File: src/rtl/beeper_sequencer.sv
// beeper_sequencer: plays queued notes on the Beeper's one-hot key bus.
// Notes arrive over a valid/ready handshake. Each note lasts a number of beats
// and is followed by a silent gap. Live keys preempt playback. After the keys
// are released, a holdoff runs, and the frozen note then resumes where it stopped.
// Optional build macro: BEEPER_SEQ_LEGATO_EN removes the gap and chains notes
// directly on the final tick of a note.
module beeper_sequencer #(
    parameter int TICK_DIV     = 12000,
    parameter int BEAT_TICKS   = 125,
    parameter int GAP_TICKS    = 10,
    parameter int RESUME_TICKS = 200
) (
    input  logic        clk_in,
    input  logic        rst_n_in,
    input  logic [15:0] key_in,
    input  logic        note_valid,
    output logic        note_ready,
    input  logic [4:0]  note_code,
    input  logic [3:0]  note_beats,
    input  logic        play_en,
    input  logic        abort,
    output logic [15:0] key_out,
    output logic        busy,
    output logic        live_active
);

    localparam int TMAX = (15 * BEAT_TICKS > GAP_TICKS) ? 15 * BEAT_TICKS : GAP_TICKS;
    localparam int TW   = $clog2(TMAX + 1);
    localparam int PW   = $clog2(TICK_DIV);
    localparam int HW   = $clog2(RESUME_TICKS + 1);

    typedef enum logic [1:0] {ST_IDLE, ST_NOTE, ST_GAP} state_t;

    state_t          state_reg, state_next;
    logic [TW-1:0]   tick_cnt_reg, tick_cnt_next;
    logic [PW-1:0]   pre_cnt_reg, pre_cnt_next;
    logic [3:0]      idx_reg, idx_next;
    logic            rest_reg, rest_next;
    logic [HW-1:0]   hold_cnt_reg, hold_cnt_next;
    logic [PW-1:0]   hold_pre_reg, hold_pre_next;
    logic [15:0]     key_out_reg, key_out_next;
    logic            busy_reg, live_active_reg;

    logic            keys_live, pause, play_tick, last_tick, accept;
    logic [3:0]      beats_eff;
    logic [15:0]     play_key;

    assign keys_live = |key_in;
    assign pause     = keys_live | (hold_cnt_reg != '0);
    assign play_tick = ~pause & (pre_cnt_reg == PW'(TICK_DIV - 1));
    assign last_tick = (state_reg == ST_NOTE) & play_tick & (tick_cnt_reg <= TW'(1));
    assign beats_eff = (note_beats == 4'd0) ? 4'd1 : note_beats;

`ifdef BEEPER_SEQ_LEGATO_EN
    assign note_ready = ((state_reg == ST_IDLE) | last_tick) & play_en & ~pause & ~abort;
`else
    assign note_ready = (state_reg == ST_IDLE) & play_en & ~pause & ~abort;
`endif
    assign accept = note_valid & note_ready;

    // Play FSM next state: abort wins, then acceptance, then tick-driven progress (frozen on pause).
    always_comb begin
        state_next    = state_reg;
        tick_cnt_next = tick_cnt_reg;
        pre_cnt_next  = pre_cnt_reg;
        idx_next      = idx_reg;
        rest_next     = rest_reg;
        if (abort) begin
            state_next    = ST_IDLE;
            tick_cnt_next = '0;
            pre_cnt_next  = '0;
        end else if (accept) begin
            state_next    = ST_NOTE;
            tick_cnt_next = TW'(int'(beats_eff) * BEAT_TICKS);
            pre_cnt_next  = '0;
            idx_next      = note_code[3:0];
            rest_next     = note_code[4];
        end else if (!pause && state_reg != ST_IDLE) begin
            pre_cnt_next = play_tick ? '0 : pre_cnt_reg + PW'(1);
            if (play_tick) begin
                case (state_reg)
                    ST_NOTE: begin
                        if (last_tick) begin
`ifdef BEEPER_SEQ_LEGATO_EN
                            state_next    = ST_IDLE;
                            tick_cnt_next = '0;
`else
                            state_next    = ST_GAP;
                            tick_cnt_next = TW'(GAP_TICKS);
`endif
                        end else begin
                            tick_cnt_next = tick_cnt_reg - TW'(1);
                        end
                    end
                    ST_GAP: begin
                        if (tick_cnt_reg <= TW'(1)) begin
                            state_next    = ST_IDLE;
                            tick_cnt_next = '0;
                        end else begin
                            tick_cnt_next = tick_cnt_reg - TW'(1);
                        end
                    end
                    default: ;
                endcase
            end
        end
    end

    // Live path: held keys reload the holdoff; after release it counts down on its own prescaler.
    always_comb begin
        hold_cnt_next = hold_cnt_reg;
        hold_pre_next = hold_pre_reg;
        if (keys_live) begin
            hold_cnt_next = HW'(RESUME_TICKS);
            hold_pre_next = '0;
        end else if (hold_cnt_reg != '0) begin
            if (hold_pre_reg == PW'(TICK_DIV - 1)) begin
                hold_pre_next = '0;
                hold_cnt_next = hold_cnt_reg - HW'(1);
            end else begin
                hold_pre_next = hold_pre_reg + PW'(1);
            end
        end else begin
            hold_pre_next = '0;
        end
    end

    // Key bus mux: live keys, then silence during holdoff, then the tone of the upcoming play state.
    always_comb begin
        play_key = '0;
        if (state_next == ST_NOTE && !rest_next) begin
            play_key = 16'h0001 << idx_next;
        end
        if (keys_live) begin
            key_out_next = key_in;
        end else if (hold_cnt_next != '0) begin
            key_out_next = '0;
        end else begin
            key_out_next = play_key;
        end
    end

    // State and output registers.
    always_ff @(posedge clk_in or negedge rst_n_in) begin
        if (!rst_n_in) begin
            state_reg       <= ST_IDLE;
            tick_cnt_reg    <= '0;
            pre_cnt_reg     <= '0;
            idx_reg         <= '0;
            rest_reg        <= 1'b0;
            hold_cnt_reg    <= '0;
            hold_pre_reg    <= '0;
            key_out_reg     <= '0;
            busy_reg        <= 1'b0;
            live_active_reg <= 1'b0;
        end else begin
            state_reg       <= state_next;
            tick_cnt_reg    <= tick_cnt_next;
            pre_cnt_reg     <= pre_cnt_next;
            idx_reg         <= idx_next;
            rest_reg        <= rest_next;
            hold_cnt_reg    <= hold_cnt_next;
            hold_pre_reg    <= hold_pre_next;
            key_out_reg     <= key_out_next;
            busy_reg        <= (state_next != ST_IDLE);
            live_active_reg <= pause;
        end
    end

    assign key_out     = key_out_reg;
    assign busy        = busy_reg;
    assign live_active = live_active_reg;

endmodule

File: config.mk
export PLATFORM = sky130hd
export DESIGN_NAME = beeper_sequencer
export DESIGN_NICKNAME = d
export VERILOG_FILES = /design/src/rtl/beeper_sequencer.sv
export SDC_FILE = /design/constraint.sdc
export NUM_CORES = 1
export LEC_CHECK = 0
export ABC_AREA = 1
export ABC_CLOCK_PERIOD_IN_PS = 2580
export BUFFER_PORTS_ARGS = -buffer_cell sky130_fd_sc_hd__buf_4
export CAP_MARGIN = 30
export CORE_MARGIN = 1.5
export CORE_UTILIZATION = 40
export DETAILED_ROUTE_END_ITERATION = 7
export SKIP_CTS_REPAIR_TIMING = 1
export SLEW_MARGIN = 20
export SYNTH_ARGS = -nofsm -noshare
export SYNTH_HDL_FRONTEND = slang
export SYNTH_SLANG_ARGS = --single-unit
File: constraint.sdc
create_clock -name clk_in -period 2.58 [get_ports clk_in]
set_input_delay 0.258 -clock clk_in [delete_from_list [all_inputs] [get_ports clk_in]]
set_output_delay 0.258 -clock clk_in [all_outputs]
set_load 0.01 [all_outputs]
### Word-level counts from Yosys, hierarchy flattened

Cells that the tools add are included.
W data, S select, Z words.

| operators by class | value |
|---|---|
| add/subtract/negate cells | 4 |
| multiply operators | 1 |
| $lt $le $gt $ge | 1 |
| equality and inequality tests | 5 |
| shift operators | 1 |
| muxes and demuxes | 32 |
| bitwise logic cells | 10 |
| reductions and logical operators | 15 |

Operators with widths:

| kind | number |
|---|---|
| $mux W14 | 7 |
| $mux W11 | 6 |
| $mux W16 | 3 |
| $add A14 B1 Y14 const B | 2 |
| $eq A14 B14 Y1 const B | 2 |
| $mux W8 | 3 |
| $pmux W11 S2 | 1 |
| $reduce_bool A8 Y1 | 2 |
| $reduce_or A16 Y1 | 1 |
| $shl A1 B4 Y16 const A | 1 |
| $mux W2 | 6 |
| $mux W4 | 3 |
| $le A11 B1 Y1 const B | 1 |
| $mul A4 B7 Y11 const B | 1 |
| $sub A11 B1 Y11 const B | 1 |
| $sub A8 B1 Y8 const B | 1 |
| $and A1 B1 Y1 | 7 |
| $reduce_bool A3 Y1 | 2 |
| $eq A2 B1 Y1 const B | 2 |
| $logic_not A4 Y1 | 1 |
| $pmux W2 S2 | 1 |
| $reduce_bool A2 Y1 | 2 |
| $reduce_bool A4 Y1 | 1 |
| $reduce_and A3 Y1 | 1 |
| 7 further kinds | 11 |

| storage, ports and cells | value |
|---|---|
| flip-flop bits (word level) | 72 |
| input bits | 30 |

### Depth between registers and ports, before layout

Gate-level depths: netlist of run 1.

| depth | value |
|---|---|
| word-level depth | 17 |
| gate-level depth with buffers | 18 |

### Worst setup path after synthesis of run 1

Ideal clock, no wire load.

| path | value |
|---|---|
| path kind | input to register |
| start point | input note_beats[2] |
| end point | register tick_cnt_reg[9] |
| setup time | 0.082 ns |
| arrival time | 2.791 ns |
| slack | -0.293 ns |
| cell stages on the path | 16 |
| path buffers | 0 |
| path through | inv_1 -> ha_1 -> nand2_1 -> nor2_1 -> nor2_1 -> inv_1 -> fa_1 -> inv_1 -> fa_1 -> o21ai_0 -> nand2_1 -> nand2_1 -> a21oi_1 -> o21ai_0 -> a21oi_1 -> o22ai_1 |

| between the ends | value |
|---|---|
| cells in the longest elaborated chain, start to end | 5 |

RTL lines:

| element | RTL line | source |
|---|---|---|
| start, declared | 19 | `input logic [3:0] note_beats,` |
| $logic_not A4 Y1 | 52 | `assign beats_eff = (note_beats == 4'd0) ? 4'd1 : note_beats;` |
| $mux W4 (*) | 52 |  |
| $mul A4 B7 Y11 (*) | 74 | `tick_cnt_next = TW'(int'(beats_eff) * BEAT_TICKS);` |
| $mux W11 (*) | 72 | `end else if (accept) begin` |
| $mux W11 (*) | 68 | `if (abort) begin` |
| end signal, assigned | 158 | `tick_cnt_reg <= tick_cnt_next;` |
| end, declared | 35 | `logic [TW-1:0] tick_cnt_reg, tick_cnt_next;` |

Mark *: on every way between the ends. The rest lies on a longest branch, timed or not.
A chain may end at the register's enable or synchronous reset.

### Worst setup path in the final report of run 1

| path | value |
|---|---|
| start point | input note_beats[3] |
| end point | register tick_cnt_reg[9] |

Same word-level chain as after synthesis.

==> results of run 1 <==
==> critical path, delay by kind of cell <==
family | cells | cell delay [ns]
compound gates | 5 | 0.52
fa+ha+maj | 4 | 1.24
buf+inv | 3 | 0.26
simple gates | 5 | 0.40
==> cell families after synthesis <==
group                      count (synthesis)  synth area share [%]
and+or+nand+nor                          409                  36.4
adders and majority gates                 30                  8.36
xor gates and xnor gates                  19                  3.25
DFF                                       72                  35.2
AOI/OAI and AO/OA                         63                  7.24
buffers and inverters                    124                  9.58
==> power breakdown <==
part	internal [uW]	switching, uW	total, uW
combinational	273	304	577
clock	654	497	1150
sequential	1160	27.0	1190
==> per-stage QoR <==
stage                     power [uW]  util (%)  setup WS (ns)  cells  instance area (sq um)
final                           2920      50.2          0.124    976                   6310
after global routing            3100      50.2        -0.0164    976                   6310
after CTS                       2930      48.9          0.106    969                   6140
after detailed placement        1760      46.7         -0.237    953                   5870
after global placement          1750      46.7         -0.175    953                   5870
after floorplan                 1550         -         0.0172    717                   5160
==> layout make-up <==
cell class | instances | share of cell area (%)
clock buffers | 10 | 3.63
clock inverters | 6 | 0.714
inverters | 116 | 7.06
multi-input cells | 521 | 46.6
flip-flops and latches | 72 | 28.6
well taps | 172 | 3.41
repair buffers | 79 | 9.96
==> how the worst min path moves through the flow <==
stage / startpoint / slack (ns) / depth (start not counted) / end
6_report: key_in[2] / 0.11 / 3 / key_out[2]$_DFF_PN0_
5_1_grt: key_in[6] / 0.10 / 3 / key_out[6]$_DFF_PN0_
4_1_cts: key_in[2] / 0.1 / 3 / key_out[2]$_DFF_PN0_
3_5_place_dp: key_in[2] / 0.45 / 3 / key_out[2]$_DFF_PN0_
3_3_place_gp: hold_pre_reg[0]$_DFF_PN0_ / 0.45 / 1 / hold_pre_reg[0]$_DFF_PN0_
2_1_floorplan: rst_n_in / -0.04 / 0 / busy$_DFF_PN0_
==> cells in the final DEF (no fill, tap or decap), types with 3 or more instances in the layout <==
cell type and n:
nand2_1 171, inv_1 103, nor2_1 100, buf_4 74, dfrtp_1 72, nand3_1 58, o21ai_0 22, nand4_1 20
nor3_1 19, a21oi_1 18, ha_1 17, xor2_1 13, nor2_4 10, clkbuf_16 9, inv_2 8, nand2_2 7
nor2_2 6, xnor2_1 6, nor4_1 6, clkinvlp_4 5, nand2_4 4, a31oi_1 4, fa_1 4, ha_4 4
o211ai_1 3, fa_2 3
==> metal layers <==
layer  vias to the layer above  part of all wire (%)
met5                         -                     0
li1                       2447                     -
met4                         0                  0.49
met2                        73                    49
met3                         6                   2.9
met1                      2240                    48
==> metrics.md, run 1 <==
| Metric | Value |
|---|---|
| Status | `completed` |
| Top post-synthesis cells by count | `174 x nand2_1, 109 x inv_1, 104 x nor2_1` |
| R2R cell count | `15` |
| Crit end category | `register` |
| Worst Hold Class | `in2reg` |
| Io pins | `just under 50` |
| Post-synth cell types | `40` |
| CTS root buffer | `clkbuf_16` |
| Initial Util | `about two fifths` |
| Vias | `about 4800` |
| PwrDens | `463 mW/mm^2` |
| Total gr overflow | `0` |
| Die Y | `116 um` |
| Post-DP HPWL | `about 9000 um` |
| Setup slack, reg-to-reg | `around 0.21 ns` |
| Fmax | `roughly 0.4 GHz` |
| Mapped Avg Cell Area | `about 7 sq um` |
| GRT Total Usage | `19.0%` |
| Layout Nets | `between 800 and 900` |
| Yosys top cell by area | `dfrtp_1` |
| Multi-input combinational cell area | `about 0.003 sq mm` |
| Fin Clk Skew | `just under 0.009 ns` |
| CP most frequent cell | `nand2_1` |
| Clock-pin transition on the worst setup and hold timing paths | `0.06 ns` |
| Period utilisation layout | `95.2%` |
| Post-synthesis async set-or-reset flop share | `100%` |
| Crit-path max FO | `4` |
| CTS Buf Count | `9` |
| Startpoint Class | `input port` |
| Share of cells above drive strength 1 | `between 10% and 20%` |
| Worst VDD drop | `0.270 mV` |
| Worst skew pair latency | `roughly 0.33 ns` |
| Worst endpoint required time | `between 2 and 3 ns` |
| DR pass1 iterations | `5` |
| Synth top area cells | `dfrtp_1 35%, nand2_1 13%, inv_1 8.0%` |
| Final RePlAce weighted congestion | `roughly 0.89` |
| Drt total wl | `12200 um` |
| Slowest cell delay on critical path | `between 0.5 and 0.6 ns` |
| Rows | `41` |
| Mapped Nets | `~780` |
| Synth warn | `0` |
| DRC | `0` |
| Number of DRC markers in iteration 0 | `between 200 and 300` |
| First-pass GRT wire length | `~21000 um` |
| Synthesized flop and latch total | `around 70` |
| Register area share after synthesis | `35.2%` |
| Core Region | `between 0.01 and 0.015 sq mm` |
| P&R area growth vs syn | `23.2%` |
| Final setup fails | `0` |
| Reg-to-Reg End | `key_out[12]$_DFF_PN0_` |
| Busiest layer in global routing | `met2` |
| Fin Hold WS | `0.112 ns` |
| Slew Limit Fails | `0` |
| Vias in the first global route | `about 4600` |
| Slowest CP cell | `fa_1` |
| Pin count of the biggest net entering global routing | `73` |
| Min Clock Period, post-route | `between 2 and 2.5 ns` |
| DR WL/cell | `roughly 13 um` |
| Sum Neg Setup Slack | `0 ns` |
| Critical path type | `in2reg` |
| Slew HR | `71.2%` |
| Met3 GRT Util | `4.31%` |
| Leak | `just over 0.003 uW` |
| Vias per cell | `~5` |
| Fillers | `roughly 1200` |
| Crit path from | `note_beats[3]` |
| Fin. Hold Viols | `0` |
| Die ar. | `0.0135 sq mm` |
| Reg2reg start | `hold_cnt_reg[0]$_DFF_PN0_` |
| CTS tree | `built` |
| PortBufs | `48` |
| Met1 usage in global routing | `24.9%` |
| Worst-Margin Slew | `roughly 0.43 ns` |
| Yosys top cell area share | `roughly a third` |
| Crit-path cells | `buf_6 -> clkinvlp_4 -> ha_4 -> nand2_4 -> nor2_4 -> nor2_2 -> ha_2 -> fa_1 -> inv_2 -> fa_2 -> o21ai_2 -> nand2_1 -> nand2_1 -> a21oi_2 -> o21ai_1 -> a21oi_1 -> o22ai_1` |
| Max-Cap Viols | `0` |
| CTS H-tree lvls | `3` |
| Setup crit end | `tick_cnt_reg[9]$_DFFE_PN0P_` |
| Dominant synthesized flop cell | `dfrtp_1` |
| Max FFs per register | `16` |
| Met2 Resource Use GR | `between 30 and 40%` |
| Initial antenna violation count | `0` |
| Gate Count Post-Synth | `around 720` |
| Diode count | `0` |
| Most frequent cell after synthesis | `nand2_1` |
| FF/Latch Area | `about 0.0018 sq mm` |
| Maximum clock path buffer count | `2` |
| Post-synth EDFFs | `0` |
| Crit path DAT | `between 2 and 3 ns` |
| Synth Cell Area | `around 0.005 sq mm` |
| Routed Antenna Nets | `0` |
| Die W | `116 um` |
| Clock sink count | `slightly above 70` |
(Power assumes the default switching activity.)
==> run 2: changes to the inputs <==
--- a/config.mk
+++ b/config.mk
@@ -11,6 +11,8 @@
 export CAP_MARGIN = 30
 export CORE_MARGIN = 1.5
 export CORE_UTILIZATION = 40
+export CTS_BUF_LIST = sky130_fd_sc_hd__clkbuf_8
+export CTS_CLUSTER_DIAMETER = 80
 export DETAILED_ROUTE_END_ITERATION = 7
 export SKIP_CTS_REPAIR_TIMING = 1
 export SLEW_MARGIN = 20
==> run 2 against run 1 <==
Against the previous run:
- utilization fell by 1.2 points
- clock power shrank 30%
- clock skew increased by 0.0017 ns
- die area unchanged
- routed wire length decreased by 1.1%
- fmax increased by 1.1%
- first-iteration DRC count rose by 3.4%
- via count rose by 0.17%
- combinational power down 2%
- final area shrank 2.5%
- final cell count fell by 0.20%
==> metrics.md, run 2 (synthesized netlist as in run 1, its figures left out) <==
| Metric | Value |
|---|---|
| Io pins | `49 (unchanged)` |
| Drt total wl | `12100 um (was 12200 um)` |
| Clock sink count | `72 (unchanged)` |
| Hold path start | `key_in[2] (unchanged)` |
| Diode count | `0 (unchanged)` |
| CTS Buf Count | `9 (unchanged)` |
| Switching pwr | `784 uW (was 829 uW)` |
| Final setup fails | `0 (unchanged)` |
| Stages on the worst setup path | `18 (was 17)` |
| Cell-internal power | `1770 uW (was 2090 uW)` |
| First-pass GRT wire length | `20400 um (was 20600 um)` |
| P&R area growth vs syn | `20.2% (was 23.2%)` |
| Slowest CP cell | `fa_2 (was fa_1)` |
| Min Clock Period, post-route | `2.43 ns (was 2.46 ns)` |
| Most common cell after layout, fill and taps aside | `nand2_1 (unchanged)` |
| Fin. Hold Viols | `0 (unchanged)` |
| DRC | `0 (unchanged)` |
| Crit-path cells | `buf_4 -> clkinvlp_4 -> ha_4 -> nand2_1 -> nor2_2 -> nor2_1 -> ha_2 -> ha_1 -> ha_2 -> inv_1 -> fa_2 -> o21ai_2 -> nand2_1 -> nand2_1 -> a21oi_2 -> o21ai_1 -> a21oi_1 -> o22ai_1 (was buf_6 -> clkinvlp_4 -> ha_4 -> nand2_4 -> nor2_4 -> nor2_2 -> ha_2 -> fa_1 -> inv_2 -> fa_2 -> o21ai_2 -> nand2_1 -> nand2_1 -> a21oi_2 -> o21ai_1 -> a21oi_1 -> o22ai_1)` |
| Worst-Margin Slew | `0.428 ns (was 0.429 ns)` |
| Maximum clock path buffer count | `2 (unchanged)` |
| CP delay by family, top | `adder cells (unchanged)` |
| Slew Limit Fails | `0 (unchanged)` |
| Share of power burned in registers | `46.4% (was 40.8%)` |
| Leak | `0.00305 uW (was 0.00311 uW)` |
| Initial Util | `40.7% (unchanged)` |
| Period utilisation layout | `94.2% (was 95.2%)` |
| PortBufs | `48 (unchanged)` |
| Clock-pin transition on the worst setup and hold timing paths | `0.08 ns (was 0.06 ns)` |
| R2R cell count | `15 (unchanged)` |
| CP most frequent cell | `nand2_1 (unchanged)` |
| Vias per cell | `4.90 (was 4.88)` |
| Max FFs per register | `16 (unchanged)` |
| Worst endpoint required time | `2.85 ns (was 2.83 ns)` |
| Startpoint Class | `input port (unchanged)` |
| Slowest cell delay on critical path | `0.35 ns (was 0.52 ns)` |
| Pin count of the biggest net entering global routing | `73 (unchanged)` |
| Core Region | `0.0126 sq mm (unchanged)` |
| Final RePlAce weighted congestion | `0.894 (unchanged)` |
| Max-Cap Viols | `0 (unchanged)` |
| DR pass1 iterations | `6 (was 5)` |
| Gate power share | `22.1% (was 19.8%)` |
| Crit path from | `note_beats[2] (was note_beats[3])` |
| Die W | `116 um (unchanged)` |
| Vias | `4774 (was 4766)` |
| Layout Nets | `857 (was 859)` |
| CTS tree | `built (unchanged)` |
| Total gr overflow | `0 (unchanged)` |
| Most frequent cells in the layout | `171 x nand2_1, 105 x inv_1, 101 x nor2_1 (was 171 x nand2_1, 103 x inv_1, 100 x nor2_1)` |
| Fin Clk Skew | `0.0107 ns (was 0.00895 ns)` |
| Share of cells above drive strength 1 | `17.8% (was 18.5%)` |
| Clock Power Share | `31.5% (was 39.4%)` |
| Die Y | `116 um (unchanged)` |
| Reg2reg start | `hold_cnt_reg[0]$_DFF_PN0_ (unchanged)` |
| Vias in the first global route | `4529 (was 4551)` |
| Routed Antenna Nets | `0 (unchanged)` |
| Worst skew pair latency | `0.35 ns (was 0.33 ns)` |
| Worst VDD drop | `0.229 mV (was 0.270 mV)` |
| Critical path type | `in2reg (unchanged)` |
| Crit end category | `register (unchanged)` |
| GRT Total Usage | `18.9% (was 19.0%)` |
| Critical path buffer and inverter count | `3 (unchanged)` |
| Number of DRC markers in iteration 0 | `273 (was 264)` |
| DR WL/cell | `12.4 um (was 12.5 um)` |
| Slew HR | `71.4% (was 71.2%)` |
| Worst Hold Class | `in2reg (unchanged)` |
| PwrDens | `416 mW/mm^2 (was 463 mW/mm^2)` |
| Initial antenna violation count | `0 (unchanged)` |
| Crit-path max FO | `4 (unchanged)` |
| CTS root buffer | `clkbuf_8 (was clkbuf_16)` |
| Fmax | `0.412 GHz (was 0.407 GHz)` |
| Fin Hold WS | `0.0932 ns (was 0.112 ns)` |
| Final core occ | `48.9% (was 50.2%)` |
| Rows | `41 (unchanged)` |
| Crit path DAT | `2.70 ns (was 2.71 ns)` |
| Die ar. | `0.0135 sq mm (unchanged)` |
| Worst Hold Depth | `3 (unchanged)` |
| Status | `completed (unchanged)` |
| Sw Share | `30.6% (was 28.4%)` |
| Post-DP HPWL | `9180 um (unchanged)` |
| CTS H-tree lvls | `3 (unchanged)` |
-- run 2: changes by cell type in the layout (fill, tap and decap cells not counted), sizes merged --
cell    delta
clkbuf     -1
inv        +1
buf        -2
-- run 2: per-layer routing --
layer	up-vias	wire, um	track usage [%]
met1	2247	5700	24.9
met2	77	5900	32.0
met4	0	111	4.55
met3	10	383	3.68
met5	-	0	0
li1	2440	-	-
-- run 2: cell type report --
type                       count  area (sq um)
tap                          172           215
sequential                    72          1800
clock inverter                 7          48.8
timing repair buffer          77           606
clock buffer                   9           124
multi-input combinational    521          2910
inverter                     116           445
fill                        1272          6420
-- run 2: power by group through the flow --
stage / Clock (uW) / Sequential (uW) / Combinational (uW)
after floorplan: 0 / 1210 / 336
after global placement: 0 / 1210 / 541
after detailed placement: 0 / 1210 / 553
after CTS: 837 / 1190 / 555
after global routing: 892 / 1190 / 643
final: 805 / 1190 / 566
-- run 2: final timing paths --
check	to	slack [ns]
max in group asynchronous	busy$_DFF_PN0_	1.63
worst min register to register	hold_pre_reg[0]$_DFF_PN0_	0.47
worst max register to register	key_out[8]$_DFF_PN0_	0.22
min in group asynchronous	pre_cnt_reg[8]$_DFFE_PN0P_	0.39
worst max-delay path	tick_cnt_reg[9]$_DFFE_PN0P_	0.15
worst min-delay path	key_out[2]$_DFF_PN0_	0.09
-- run 2: per-stage QoR --
step	worst slack (ns)	total power [uW]	setup TNS, ns	area, sq um	instances
2_1_floorplan	0.0172	1550	0	5160	717
5_1_grt	-0.0305	2730	-0.0305	6150	974
6_report	0.150	2560	0	6150	974
4_1_cts	0.131	2580	0	6040	969
3_5_place_dp	-0.237	1760	-1.16	5870	953
3_3_place_gp	-0.175	1750	-0.704	5870	953
-- run 2: tightest hold or removal path: stages --
cell     delay, ns
buf_4         0.08
inv_1         0.03
nand2_1       0.05
